**src/rtl/fb_mem_arbiter.sv**
```systemverilog
// fb_mem_arbiter: arbitrates a single-port synchronous frame-buffer SRAM
// between the display refresh reader and the line-drawing engine.
// Build macro FB_ARB_ROUND_ROBIN_EN: when defined, conflicts alternate
// strictly between the ports. Otherwise display has priority, and a
// starvation escape forces a draw grant.
//
// state      | meaning
// PRI_DISP   | display wins a conflict; starve counter tracks draw losses
// FORCE_DRAW | draw wins the next conflict, then back to PRI_DISP
module fb_mem_arbiter #(
  parameter int STARVE_LIMIT = 8
) (
  input  logic        clk,
  input  logic        rst_,
  input  logic        disp_rts,
  output logic        disp_rtr,
  input  logic [16:0] disp_addr,
  output logic        disp_bcast_xfc,
  input  logic        draw_rts,
  output logic        draw_rtr,
  input  logic [16:0] draw_addr,
  input  logic [31:0] draw_wdata,
  input  logic [3:0]  draw_wr_op,
  output logic        draw_bcast_xfc,
  output logic [31:0] rdata,
  output logic        mem_en,
  output logic [16:0] mem_addr,
  output logic [31:0] mem_wdata,
  output logic [3:0]  mem_we,
  input  logic [31:0] mem_rdata
);

  logic w_conflict;
  logic w_draw_pri;
  logic w_grant_draw;
  logic w_grant_disp;
  logic w_rd_xfer;

  logic        r_pend;
  logic        r_pend_draw;
  logic [31:0] r_rdata;

  // Grants are combinational; rst_ gates them so nothing is granted in reset.
  assign w_conflict   = disp_rts & draw_rts;
  assign w_grant_draw = rst_ & draw_rts & (~disp_rts | w_draw_pri);
  assign w_grant_disp = rst_ & disp_rts & ~w_grant_draw;

  assign disp_rtr = w_grant_disp;
  assign draw_rtr = w_grant_draw;

  assign mem_en    = w_grant_disp | w_grant_draw;
  assign mem_addr  = w_grant_draw ? draw_addr : (w_grant_disp ? disp_addr : 17'h0);
  assign mem_we    = w_grant_draw ? draw_wr_op : 4'b0000;
  assign mem_wdata = w_grant_draw ? draw_wdata : 32'h0;

  assign w_rd_xfer = mem_en & (mem_we == 4'b0000);

`ifdef FB_ARB_ROUND_ROBIN_EN
  logic r_rr_draw;

  assign w_draw_pri = r_rr_draw;

  // The loser of each conflict becomes the winner of the next one.
  always_ff @(posedge clk or negedge rst_) begin
    if (!rst_) begin
      r_rr_draw <= 1'b0;
    end else if (w_conflict) begin
      r_rr_draw <= w_grant_disp;
    end
  end
`else
  typedef enum logic {PRI_DISP, FORCE_DRAW} state_t;

  localparam logic [3:0] LP_STARVE_LAST = 4'(STARVE_LIMIT - 1);

  state_t     r_state;
  logic [3:0] r_starve;

  assign w_draw_pri = (r_state == FORCE_DRAW);

  // Priority FSM: count consecutive draw losses, escape to FORCE_DRAW on the limit.
  always_ff @(posedge clk or negedge rst_) begin
    if (!rst_) begin
      r_state  <= PRI_DISP;
      r_starve <= 4'h0;
    end else begin
      case (r_state)
        PRI_DISP: begin
          if (w_grant_draw || !draw_rts) begin
            r_starve <= 4'h0;
          end else begin
            if (r_starve == LP_STARVE_LAST) r_state <= FORCE_DRAW;
            if (r_starve != 4'hF) r_starve <= r_starve + 4'h1;
          end
        end
        FORCE_DRAW: begin
          if (w_grant_draw) begin
            r_state  <= PRI_DISP;
            r_starve <= 4'h0;
          end
        end
        default: begin
          r_state  <= PRI_DISP;
          r_starve <= 4'h0;
        end
      endcase
    end
  end

  logic w_unused_conflict;
  assign w_unused_conflict = w_conflict;
`endif

  // Read return tracking: one cycle after a read grant, broadcast SRAM data.
  always_ff @(posedge clk or negedge rst_) begin
    if (!rst_) begin
      r_pend      <= 1'b0;
      r_pend_draw <= 1'b0;
      r_rdata     <= 32'h0;
    end else begin
      r_pend      <= w_rd_xfer;
      r_pend_draw <= w_grant_draw;
      if (r_pend) r_rdata <= mem_rdata;
    end
  end

  assign rdata          = r_pend ? mem_rdata : r_rdata;
  assign disp_bcast_xfc = r_pend & ~r_pend_draw;
  assign draw_bcast_xfc = r_pend & r_pend_draw;

endmodule

```
**config.mk**
```make
export PLATFORM = sky130hd
export DESIGN_NAME = fb_mem_arbiter
export DESIGN_NICKNAME = d
export VERILOG_FILES = /design/src/rtl/fb_mem_arbiter.sv
export SDC_FILE = /design/constraint.sdc
export NUM_CORES = 1
export LEC_CHECK = 0
export CAP_MARGIN = 20
export CORE_ASPECT_RATIO = 1.2
export CORE_UTILIZATION = 35
export CTS_CLUSTER_SIZE = 40
export DETAILED_ROUTE_END_ITERATION = 12
export DONT_BUFFER_PORTS = 1
export HOLD_SLACK_MARGIN = 0.02
export PLACE_DENSITY = 0.49
export SLEW_MARGIN = 10
export SYNTH_ARGS = -nofsm -noshare
export SYNTH_HDL_FRONTEND = slang
export SYNTH_SLANG_ARGS = --single-unit
```
**constraint.sdc**
```tcl
create_clock -name clk -period 1.85 [get_ports clk]
set_clock_uncertainty 0.1 [all_clocks]
set_input_delay 0.0925 -clock clk [delete_from_list [all_inputs] [get_ports clk]]
set_output_delay 0.0925 -clock clk [all_outputs]
set_load 0.02 [all_outputs]
```
Word level (Yosys, flattened, before mapping) --
Cells that the tools add are included.
Cells by class: $add $sub $neg 1, equality and inequality tests 4, mux-type cells 13, bitwise logic cells 13, reduce and logical (&&, ||, !) cells 4
Operators by type and width (count):
- $mux W32 | 2
- $mux W17 | 2
- $mux W4 | 4
- $pmux W4 S2 | 1
- $and A1 B1 Y1 | 7
- $add A4 B1 Y4 const B | 1
- $eq A4 B3 Y1 const B | 1
- $logic_not A4 Y1 | 1
- $ne A4 B4 Y1 const B | 1
- $not A1 Y1 | 4
- $mux W1 | 3
- $ne A3 B3 Y1 const B | 1
- $ne A2 B2 Y1 const B | 1
- $or A1 B1 Y1 | 2
- $pmux W1 S2 | 1
- $reduce_and A2 Y1 | 1
- $logic_not A1 Y1 | 1
- $logic_or A1 B1 Y1 | 1
Storage, ports and cells: bits in registers 39, input port bits 106, output and inout port bits 90, word-level logic and storage cells 40

Longest topological paths before layout --
depth after elaboration 7, gate-level depth with buffers 4, gate-level depth less buffers 4

Worst setup path after synthesis --
No wires, ideal clock.
path type register to output, from register r_state, to output port mem_wdata[27], data arrival time 1.145 ns, data required time 1.657 ns, path slack 0.512 ns, stages on the path, launching flop included 5, path buffers 1, cell sequence dfrtp_1 inv_1 a21oi_4 buf_6 and2_1
On the way: cells in the longest elaborated chain, start to end 3
Ends and longest elaborated chain:
- from (decl) | line 76 | state_t r_state;
- from (signal assigned) | line 84 | r_state <= PRI_DISP;
- from (signal assigned) | line 92 | if (r_starve == LP_STARVE_LAST) r_state <= FORCE_DRAW;
- from (signal assigned) | line 98 | r_state <= PRI_DISP;
- $or A1 B1 Y1 | line 45 | assign w_grant_draw = rst_ & draw_rts & (~disp_rts | w_draw_pri);
- $and A1 B1 Y1 | line 45
- named net draw_rtr | line 20 | output logic draw_rtr,
- $mux W32 | line 54 | assign mem_wdata = w_grant_draw ? draw_wdata : 32'h0;
- to (decl) | line 28 | output logic [31:0] mem_wdata,
The timed path passes the listed nets, and every way through them passes these cells.

Worst setup path in the final report --
from register r_state, to output port mem_addr[14]
On the way: cells in the longest elaborated chain, start to end 6
Ends and longest elaborated chain:
- $or A1 B1 Y1 (*) | line 45
- $and A1 B1 Y1 (*) | line 45
- $not A1 Y1 | line 46 | assign w_grant_disp = rst_ & disp_rts & ~w_grant_draw;
- $and A1 B1 Y1 | line 46
- $mux W17 | line 52 | assign mem_addr = w_grant_draw ? draw_addr : (w_grant_disp ? disp_addr : 17'h0);
- $mux W17 (*) | line 52
- to (decl) | line 27 | output logic [16:0] mem_addr,
Every way passes the cells marked *; elsewhere a longest branch is shown, timed or not.

==> metrics.cfg <==
[final_layout]
num-nets-final = 313
diodes = 0
drive_gt1_share_pct = 31.9
mostFrequentLayoutCell = dfrtp_1
final_util_pct = 45.6
final_cell_mix = dfrtp_1, and2_1, dlygate4sd3_1
synthToLayoutAreaGrowth_pct = 26.0

[synth]
synth-seq-cells = 39
synth_nets = 273
synth_cell_types = 30
yosys_warnings = 0
synth-seq-area-share_pct = 47.9
synth_top_cell_by_area = dfrtp_1
synthCells = 166
synth_top_area_share_pct = 47.9
ys_top_cells_by_area = dfrtp_1, mux2_2, and2_1
synth.avg_cell_area_um2 = 12.3
synth.cell_area_mm2 = 0.00204

[sta]
fmax_ghz = 0.593
fin_crit_sh_pct = 91.1
hold_viol_final = 0
maxSlewHeadroom_pct = 72.1
rsz0062_at_grt = false
fin_tns_setup_ps = 0
period_minus_slack_ps = 1690
setup_ws_ps = 164
worst_pin_slew_ps = 418
slew_violations = 0
setup_viol = 0

[worst_setup_path]
cp.required_ps = 1660
critPathKind = reg2out
r2r_setup_slack_ps = 390
crit_path_end_kind = output port
crit_fanout = 45
cp-start-kind = flop
arrival_ps = 1490

[floorplan]
placementRows = 30
core_mm2 = 0.00563
dieHeight_um = 85.6
pin_count = 196
dieArea_mm2 = 0.00613
initial_core_util_pct = 36.2
die_x_um = 71.7

[clocking]
cts_buffers = 5
h-tree-depth = 2
ctsLongestPathBuffers = 2
clk_latency_ps = 280
clock_sinks = 39
cts_tree = done
cts.repair.resized = 0
clkTransAtPathRegs_ps = 70
clock-root-buffer = clkbuf_8

[placed_design]
hpwl_um = 4360
portBuffers = 0
dp_slack_ps = 410
gp_congestion = 0.712

[global_routing]
overflow = 0
grt_pass1_wl_um = 8180
grt_pass1_vias = 1560
antenna_found_initial = 0
grt_start_max_net_pins = 46
groute.usage.overall_pct = 18.0

[drt]
first_iter_violations = 35
antenna_left = 0
wl_per_cell_um = 21.9
wl_met2_um = 3410
drc = 0
wl_met1_um = 1890
drt_first_pass_iters = 4
routed_wl_um = 5930
num_vias = 1509
top_layer_used = met4
via_per_inst = 5.57
wl_met3_um = 569

[status]
status = finished clean

[job]
maxCapViolations = 0

[pwr]
peakVddDrop_uv = 627
powerDensity_mw_per_mm2 = 867
leakage_nw = 1.08

[min_path]
min_path_type = in2reg

[per-layer routing]
layer,global-route usage [%],vias up
met5,0,-
met4,5.53,0
met3,5.05,8
met2,37.0,107
met1,16.5,729
li1,-,665
[area by class of cell]
class	count	area, um^2
clock buffers	6	82.6
clock inverters	2	13.8
fillers	515	3060
inverters	3	11.3
multi-input cells	114	963
flip-flops and latches	39	976
well taps	64	80.1
repair buffers	43	440
[sequential cells by signal (all words and copies together) (netlist names)]
signal       cells
r_pend_draw      1
r_starve         4
r_state          1
r_rdata         32
r_pend           1
[report_power, final]
| part | switching, mW | internal (mW) | total, mW |
|---|---|---|---|
| sequential | 0.0373 | 0.971 | 1.01 |
| clock | 0.298 | 0.305 | 0.603 |
| combinational | 0.395 | 0.219 | 0.615 |
[worst max-delay path, cell delays in order, from the launching register on]
cell and delay, ps:
dfrtp_1 440, inv_1 100, a21oi_4 160, buf_12 200, a22o_1 300
[final timing paths]
kind,end,depth (start not counted),start
max,mem_addr[14],4,r_state
min,r_state,3,rst_
max reg2reg,r_starve[1],4,r_starve[0]
min reg2reg,r_starve[0],1,r_starve[0]
max in group asynchronous,r_state,2,rst_
min in group asynchronous,r_rdata[26],2,rst_
[what timing repair did]
item                                   in CTS  in global routing
setup endpoints to repair                   0                  0
endpoints found under the hold margin      76                  0
buffers inserted                            0                  0
hold buffers                               38                  0
[metrics by stage]
step	hold WS (ps)	std cells	total power [mW]	cell area [um^2]
after floorplan	-303	166	1.49	2040
after global placement	-302	225	1.54	2080
after detailed placement	-302	225	1.56	2080
after CTS	22.1	271	2.26	2570
after global routing	46.1	271	2.32	2570
final	37.5	271	2.23	2570
[synth_stat cells]
library cell / count
mux2i_1: 1
a21bo_2: 1
a21oi_4: 1
and2_1: 37
nor2b_1: 1
buf_2: 4
o21a_1: 1
a21oi_2: 1
a32oi_1: 1
nand2_1: 2
o22ai_1: 1
a22o_2: 15
and3_1: 1
inv_1: 3
nand2_2: 1
and2b_2: 1
a21oi_1: 3
mux2_2: 32
a21boi_0: 1
nand3b_1: 2
buf_6: 6
nand2b_1: 2
dfrtp_1: 39
a41oi_1: 1
or4_1: 1
o211ai_1: 1
ha_1: 1
a22o_1: 2
o21ai_0: 1
nand3_1: 2
[kinds of logic after synthesis]
family | synth area share, %
compound gates | 13.2
simple gates | 15.3
fa+ha+maj | 0.614
flops | 47.9
mux | 18.2
buf+inv | 4.85
(Power assumes the default switching activity.)
